### config.mk
export PLATFORM = sky130hd
export DESIGN_NAME = mirfak_if_stage_flat
export DESIGN_NICKNAME = d
export VERILOG_FILES = /design/src/rtl/mirfak_if_stage_pkg.sv /design/src/rtl/mirfak_if_stage_if.sv /design/src/rtl/mirfak_if_fetch_buffer.sv /design/src/rtl/mirfak_if_stage.sv /design/src/flat_wrapper.sv
export SDC_FILE = /design/constraint.sdc
export NUM_CORES = 1
export LEC_CHECK = 0
export BUFFER_PORTS_ARGS = -buffer_cell sky130_fd_sc_hd__buf_2
export CAP_MARGIN = 0
export CORE_ASPECT_RATIO = 0.5
export CORE_UTILIZATION = 45
export DETAILED_ROUTE_END_ITERATION = 12
export PLACE_DENSITY = 0.75
export SYNTH_ARGS = -nofsm -noshare
export SYNTH_HDL_FRONTEND = slang
export SYNTH_HIERARCHICAL = 1
export SYNTH_SLANG_ARGS = --single-unit
### constraint.sdc
create_clock -name clk_i -period 2.9 [get_ports clk_i]
set_input_delay 0.58 -clock clk_i [delete_from_list [all_inputs] [get_ports clk_i]]
set_output_delay 0.58 -clock clk_i [all_outputs]
set_load 0.03 [all_outputs]
### src/rtl/mirfak_if_stage_pkg.sv
// Shared definitions for the mirfak fetch stage: NOP encoding, fetch exception causes, FSM states.
package mirfak_if_stage_pkg;

  localparam logic [31:0] NOP = 32'h0000_0013;

  localparam logic [3:0] E_INST_ADDR_MISALIGNED = 4'd0;
  localparam logic [3:0] E_INST_ACCESS_FAULT    = 4'd1;
  localparam logic [3:0] E_ILLEGAL_INST         = 4'd2;
  localparam logic [3:0] E_BREAKPOINT           = 4'd3;

  typedef enum logic [1:0] {
    StReset = 2'd0,
    StFetch = 2'd1,
    StFlush = 2'd2
  } if_state_e;

endpackage

### src/rtl/mirfak_if_stage_if.sv
// Classic Wishbone instruction port: addr/cyc/stb out of the fetch stage, data/ack/err back in.
interface mirfak_if_stage_if;
  logic [31:0] addr;
  logic        cyc;
  logic        stb;
  logic [31:0] data;
  logic        ack;
  logic        err;

  modport master (output addr, cyc, stb, input data, ack, err);
  modport slave  (input addr, cyc, stb, output data, ack, err);
endinterface

### src/rtl/mirfak_if_fetch_buffer.sv
// One-entry holding slot for a fetch response that arrived while IF/ID was not enabled.
// Only built when MIRFAK_IF_BUFFER_EN is defined.
`ifdef MIRFAK_IF_BUFFER_EN
module mirfak_if_fetch_buffer
  import mirfak_if_stage_pkg::*;
(
  input  logic        clk_i,
  input  logic        rst_i,
  input  logic        push_i,
  input  logic        pop_i,
  input  logic        flush_i,
  input  logic [31:0] pc_i,
  input  logic [31:0] instr_i,
  input  logic        exc_i,
  output logic        full_o,
  output logic        full_next_o,
  output logic [31:0] pc_o,
  output logic [31:0] instr_o,
  output logic        exc_o
);

  logic        full_q, full_d;
  logic [31:0] pc_q, instr_q;
  logic        exc_q;

  always_comb begin
    full_d = full_q;
    if (flush_i)     full_d = 1'b0;
    else if (push_i) full_d = 1'b1;
    else if (pop_i)  full_d = 1'b0;
  end

  always_ff @(posedge clk_i) begin
    if (!rst_i) begin
      full_q  <= 1'b0;
      pc_q    <= '0;
      instr_q <= NOP;
      exc_q   <= 1'b0;
    end else begin
      full_q <= full_d;
      if (push_i && !flush_i) begin
        pc_q    <= pc_i;
        instr_q <= instr_i;
        exc_q   <= exc_i;
      end
    end
  end

  assign full_o      = full_q;
  assign full_next_o = full_d;
  assign pc_o        = pc_q;
  assign instr_o     = instr_q;
  assign exc_o       = exc_q;

endmodule
`endif

### src/rtl/mirfak_if_stage.sv
// Instruction fetch stage with IF/ID register; inserts NOP bubbles instead of stalling.
// Define MIRFAK_IF_BUFFER_EN to keep a response that arrives while IF/ID is disabled.
module mirfak_if_stage #(
  parameter logic [31:0] RESET_ADDR = 32'h8000_0000
) (
  input  logic                     clk_i,
  input  logic                     rst_i,
  mirfak_if_stage_if.master        iport,
  input  logic                     xcall_i,
  input  logic [31:0]              xcall_target_i,
  input  logic                     take_branch_i,
  input  logic [31:0]              pc_bj_target_i,
  input  logic                     ifid_enable_i,
  input  logic                     ifid_clear_i,
  output logic [31:0]              id_pc_o,
  output logic [31:0]              id_pc4_o,
  output logic [31:0]              id_instruction_o,
  output logic                     id_if_exception_o,
  output logic [3:0]               id_if_xcause_o,
  output logic                     id_bubble_o
);
  import mirfak_if_stage_pkg::*;

  if_state_e   state_q, state_d;
  logic [31:0] pc_q, pc_d;
  logic [31:0] addr_q, addr_d;
  logic        cyc_q, cyc_d;

  logic [31:0] id_pc_q, id_pc_d, id_pc4_q, id_pc4_d, id_instr_q, id_instr_d;
  logic        id_exc_q, id_exc_d, id_bubble_q, id_bubble_d;
  logic [3:0]  id_xcause_q, id_xcause_d;

  logic        redirect, resp, valid, consume, advance;
  logic [31:0] target, resp_instr;

  logic        buf_full, buf_full_next, buf_exc;
  logic [31:0] buf_pc, buf_instr;

  assign redirect   = xcall_i | take_branch_i;
  assign target     = xcall_i ? xcall_target_i : pc_bj_target_i;
  assign resp       = cyc_q & (iport.ack | iport.err);
  assign valid      = (state_q == StFetch) & resp & ~redirect;
  assign consume    = valid & ifid_enable_i & ~ifid_clear_i;
  assign resp_instr = iport.err ? NOP : iport.data;

`ifdef MIRFAK_IF_BUFFER_EN
  logic push;
  assign push    = valid & ~ifid_enable_i & ~ifid_clear_i;
  assign advance = consume | push;

  mirfak_if_fetch_buffer u_fetch_buffer (
    .clk_i       (clk_i),
    .rst_i       (rst_i),
    .push_i      (push),
    .pop_i       (buf_full & ifid_enable_i),
    .flush_i     (redirect | ifid_clear_i),
    .pc_i        (pc_q),
    .instr_i     (resp_instr),
    .exc_i       (iport.err),
    .full_o      (buf_full),
    .full_next_o (buf_full_next),
    .pc_o        (buf_pc),
    .instr_o     (buf_instr),
    .exc_o       (buf_exc)
  );
`else
  // Without the buffer an unconsumed response is dropped and the same pc is re-requested.
  assign advance       = consume;
  assign buf_full      = 1'b0;
  assign buf_full_next = 1'b0;
  assign buf_pc        = '0;
  assign buf_instr     = NOP;
  assign buf_exc       = 1'b0;
`endif

  always_comb begin
    state_d = state_q;
    pc_d    = pc_q;
    addr_d  = addr_q;
    unique case (state_q)
      StReset: begin
        state_d = StFetch;
        if (redirect) pc_d = target;
      end
      StFetch: begin
        if (redirect) begin
          pc_d = target;
          // A transfer in flight must complete before the target can be requested.
          if (cyc_q && !(iport.ack || iport.err)) state_d = StFlush;
        end else if (advance) begin
          pc_d = pc_q + 32'd4;
        end
      end
      StFlush: begin
        if (redirect) pc_d = target;
        if (resp) state_d = StFetch;
      end
      default: state_d = StReset;
    endcase
    if (state_d != StFlush) addr_d = {pc_d[31:2], 2'b00};
    cyc_d = (state_d != StReset) & ~buf_full_next;
  end

  always_comb begin
    id_pc_d     = id_pc_q;
    id_pc4_d    = id_pc4_q;
    id_instr_d  = id_instr_q;
    id_exc_d    = id_exc_q;
    id_xcause_d = id_xcause_q;
    id_bubble_d = id_bubble_q;
    if (ifid_clear_i || ifid_enable_i) begin
      id_pc_d     = '0;
      id_pc4_d    = '0;
      id_instr_d  = NOP;
      id_exc_d    = 1'b0;
      id_xcause_d = '0;
      id_bubble_d = 1'b1;
      if (!ifid_clear_i && !redirect) begin
        if (buf_full) begin
          id_pc_d     = buf_pc;
          id_pc4_d    = buf_pc + 32'd4;
          id_instr_d  = buf_instr;
          id_exc_d    = buf_exc;
          id_xcause_d = buf_exc ? E_INST_ACCESS_FAULT : 4'd0;
          id_bubble_d = 1'b0;
        end else if (valid) begin
          id_pc_d     = pc_q;
          id_pc4_d    = pc_q + 32'd4;
          id_instr_d  = resp_instr;
          id_exc_d    = iport.err;
          id_xcause_d = iport.err ? E_INST_ACCESS_FAULT : 4'd0;
          id_bubble_d = 1'b0;
        end
      end
    end
  end

  always_ff @(posedge clk_i) begin
    if (!rst_i) begin
      state_q     <= StReset;
      pc_q        <= RESET_ADDR;
      addr_q      <= RESET_ADDR;
      cyc_q       <= 1'b0;
      id_pc_q     <= '0;
      id_pc4_q    <= '0;
      id_instr_q  <= NOP;
      id_exc_q    <= 1'b0;
      id_xcause_q <= '0;
      id_bubble_q <= 1'b1;
    end else begin
      state_q     <= state_d;
      pc_q        <= pc_d;
      addr_q      <= addr_d;
      cyc_q       <= cyc_d;
      id_pc_q     <= id_pc_d;
      id_pc4_q    <= id_pc4_d;
      id_instr_q  <= id_instr_d;
      id_exc_q    <= id_exc_d;
      id_xcause_q <= id_xcause_d;
      id_bubble_q <= id_bubble_d;
    end
  end

  assign iport.addr        = addr_q;
  assign iport.cyc         = cyc_q;
  assign iport.stb         = cyc_q;
  assign id_pc_o           = id_pc_q;
  assign id_pc4_o          = id_pc4_q;
  assign id_instruction_o  = id_instr_q;
  assign id_if_exception_o = id_exc_q;
  assign id_if_xcause_o    = id_xcause_q;
  assign id_bubble_o       = id_bubble_q;

endmodule
### src/flat_wrapper.sv
// flat-port wrapper written by rule: the top's interface ports become plain ports
module mirfak_if_stage_flat import mirfak_if_stage_pkg::*;
#(
  parameter logic [31:0] RESET_ADDR = 32'h8000_0000
)
  (clk_i, rst_i, xcall_i, xcall_target_i, take_branch_i, pc_bj_target_i, ifid_enable_i, ifid_clear_i, id_pc_o, id_pc4_o, id_instruction_o, id_if_exception_o, id_if_xcause_o, id_bubble_o, iport_addr, iport_cyc, iport_stb, iport_data, iport_ack, iport_err);
  mirfak_if_stage_if iport_i ();
  input  logic clk_i;
  input  logic rst_i;
  input  logic xcall_i;
  input  logic [31:0] xcall_target_i;
  input  logic take_branch_i;
  input  logic [31:0] pc_bj_target_i;
  input  logic ifid_enable_i;
  input  logic ifid_clear_i;
  output logic [31:0] id_pc_o;
  output logic [31:0] id_pc4_o;
  output logic [31:0] id_instruction_o;
  output logic id_if_exception_o;
  output logic [3:0] id_if_xcause_o;
  output logic id_bubble_o;
  output wire logic [$bits(iport_i.addr)-1:0] iport_addr;
  output wire logic [$bits(iport_i.cyc)-1:0] iport_cyc;
  output wire logic [$bits(iport_i.stb)-1:0] iport_stb;
  input wire logic [$bits(iport_i.data)-1:0] iport_data;
  input wire logic [$bits(iport_i.ack)-1:0] iport_ack;
  input wire logic [$bits(iport_i.err)-1:0] iport_err;
  assign iport_addr = iport_i.addr;
  assign iport_cyc = iport_i.cyc;
  assign iport_stb = iport_i.stb;
  assign iport_i.data = iport_data;
  assign iport_i.ack = iport_ack;
  assign iport_i.err = iport_err;
  mirfak_if_stage #(.RESET_ADDR(RESET_ADDR)) u_core (.clk_i(clk_i), .rst_i(rst_i), .iport(iport_i), .xcall_i(xcall_i), .xcall_target_i(xcall_target_i), .take_branch_i(take_branch_i), .pc_bj_target_i(pc_bj_target_i), .ifid_enable_i(ifid_enable_i), .ifid_clear_i(ifid_clear_i), .id_pc_o(id_pc_o), .id_pc4_o(id_pc4_o), .id_instruction_o(id_instruction_o), .id_if_exception_o(id_if_exception_o), .id_if_xcause_o(id_if_xcause_o), .id_bubble_o(id_bubble_o));
endmodule
==> reports/results.ini <==
[clock_tree]
clock_sinks = 161
cts_tree = done
insertion_delay_ns = 0.43
cts_root_buf = clkbuf_16
postCtsHoldBufs = 0
cts.clk_slew.worst_paths_ns = 0.07
postCtsSetupBuffers = 0
cts_buffer_depth = 2
cts_buffers = 17
cts_htree_levels = 4
cts_resized = 0

[cells_and_area]
final_nets = 1236
area_growth_pct = 27.90
final_common_cell = buf_2
seq_area_um2 = 3223
drive_gt1_frac = 0.3016
multi_input_area_um2 = 3910
most-common-layout-cells = buf_2 (234), dfxtp_1 (161), nor2_1 (131), a22oi_1 (93), nand2_1 (59)
fillers = 1484
n_antenna_cell = 0
finish.utilization = 0.5907

[critical_path]
end_kind = register
cp.required_ns = 3.21
path_common_cell = nand4_1
cp_max_fo = 9
worstSetupStartpointType = register
crit_chain = ha_1 > nand4_1 > nor3_2 > buf_4 > nand4_1 > xnor2_1 > a21oi_1 > o21ai_0
critPathArrivalTime_ns = 2.83
slowest_stage = dfxtp_1
crit_type = register to register
max_stage_delay_ns = 0.43

[floorplan]
rows = 33
dieWidth_um = 185.4
dieArea_um2 = 17380
core_area_um2 = 16390
start_util = 0.4619
dieHeight_um = 93.72
num_io_pins = 240

[sta]
fin_crit_sh = 0.8699
rsz0062_at_grt = no
hold_violations = 0
fin_tns_setup_ns = 0
timing.final.crit_period_ns = 2.523
slew_headroom = 0.5695
worstMarginPinSlew_ns = 0.6434
fmax_mhz = 396.4
drv_slew = 0
clock-skew-final_ns = 0.01033
setup_viol = 0

[logic_synthesis]
synthArstFlopShare = 0
yosysTopAreaCell = dfxtp_1
synthFlopType = dfxtp_1
ys_ff_latch = 161
avgSynthCellArea_um2 = 8.292
synth_top_area_frac = 0.4257
synth.area.top_cells = dfxtp_1 (43%), a22oi_1 (9.2%), nor2_1 (6.6%)
yosysWarnings = 6
synth.distinct_cells = 66
syn_inst = 913
syn-cell-area_um2 = 7571
ys_seq_area_frac = 0.4257
synth_edf_count = 0

[drt]
vias = 8115
drt_iter0_markers = 793
drt_pass1_iterations = 6
detail-route-antenna-nets = 0
drt_wl_total_um = 26840
drc = 0
viasPerCell = 5.919
wl_per_cell_um = 19.57

[global_route]
antenna_found_initial = 1
overflow = 0
grt.total_usage = 0.3077
grt_max_degree = 88
grt_first_pass_wirelength_um = 40520
grt_pass1_vias = 7373

[placement]
place_hpwl_um = 19460
numPortBuffers = 234
gp_congestion = 1.006

[pwr]
ir_drop_uv = 422.4
p_per_area_nw_per_um2 = 575.2
p_leak_nw = 4.226
power_mw = 5.569

[run]
drv_cap = 0

[run_status]
status = completed

[min_path]
min_path_type = input port to register

==> final timing paths <==
| kind | endpoint | slack (ns) | from | cells after the start |
|---|---|---|---|---|
| max | u_core/iport.addr[16]$_SDFFE_PN0P_ | 0.38 | u_core/pc_q[2]$_SDFF_PN0_ | 8 |
| min | u_core/id_instruction_o[3]$_SDFFE_PN0P_ | 0.38 | iport_data[3] | 3 |
| max reg2reg | u_core/iport.addr[16]$_SDFFE_PN0P_ | 0.38 | u_core/pc_q[2]$_SDFF_PN0_ | 8 |
| min reg2reg | u_core/id_bubble_o$_SDFFE_PN1P_ | 0.44 | u_core/id_bubble_o$_SDFFE_PN1P_ | 2 |
==> final cells by class <==
type	count	area share
Clock buffer	17	0.04393
Clock inverter	15	0.01757
Inverter	5	0.001938
Multi-Input combinational cell	653	0.4038
Sequential cell	161	0.3329
Tap cell	227	0.02933
Timing Repair Buffer	293	0.1706
==> metal layers <==
layer / share of wire / global-route usage / vias to the layer above
met5: 0 / 0 / -
met3: 0.11 / 0.09109 / 72
met4: 0.027 / 0.1157 / 0
met1: 0.41 / 0.4052 / 3844
li1: - / - / 3725
met2: 0.45 / 0.4747 / 474
==> metrics by stage <==
step,area [µm²],std cells,hold slack [ns],setup WS [ns]
after floorplan,7586,917,0.4661,0.5793
after global placement,9087,1339,0.4286,0.4228
after detailed placement,9087,1339,0.4298,0.3762
after CTS,9683,1371,0.3667,0.5022
after global routing,9683,1371,0.3733,0.2519
final,9683,1371,0.3807,0.3773
==> cell usage after synthesis (4+ instances only) <==
master    count
nand4_1      18
o21ai_0      52
a21boi_0      5
a21oi_1      40
mux2i_1       7
or2_2         4
or3_1         5
a211oi_1      7
xnor2_1      23
nand2_1      59
o22a_1        7
o211ai_1      5
o211a_1       4
a222oi_1      5
xor2_1       13
o221ai_1      6
a22oi_1      93
nor3_1       20
buf_4         9
buf_1         8
dfxtp_1     161
nand3_1      32
and3_1       10
clkbuf_1     57
buf_2        21
nor2b_1       7
o22ai_1       6
nand2b_1      8
and2_1       14
a32oi_1       4
nor2_1      133
o31ai_1       6
a31oi_1       4
==> logic make-up (layout without fill, tap and decap cells) <==
logic type               Yosys count  in the layout  synth area share
AO/OA/AOI/OAI                    277            277            0.2543
multiplexers                       7              7          0.009255
buffers and inverters            103            330           0.06197
XOR/XNOR                          36             36           0.04165
AND/OR/NAND/NOR                  327            327            0.2049
flip-flops                       161            161            0.4257
other                              1              5         0.0004953
adder cells (fa/ha/maj)            1              1          0.001652
==> report_power, final <==
part           switching (mW)  total [mW]  internal [mW]
sequential              0.105        2.41           2.30
clock                    1.02        2.32           1.30
combinational           0.533       0.842          0.309
==> sequential cells by signal, summed over array words and instances, names as in the netlist <==
name	cells
u_core/id_instruction_o	32
u_core/id_pc_o	32
u_core/pc_q	32
u_core/id_pc4_o	30
u_core/iport.addr	30
u_core/state_q	2
u_core/id_bubble_o	1
u_core/id_if_exception_o	1
u_core/iport.cyc	1
==> worst max-delay path, delay by kind of cell, from the launching register on <==
kind	cells	cell delay, ns
buf+inv	1	0.23
xor+xnor	1	0.19
compound gates	2	0.36
flops	1	0.43
fa+ha+maj	1	0.20
simple gates	3	0.97
No activity file was read; power rests on OpenSTA's default activity.
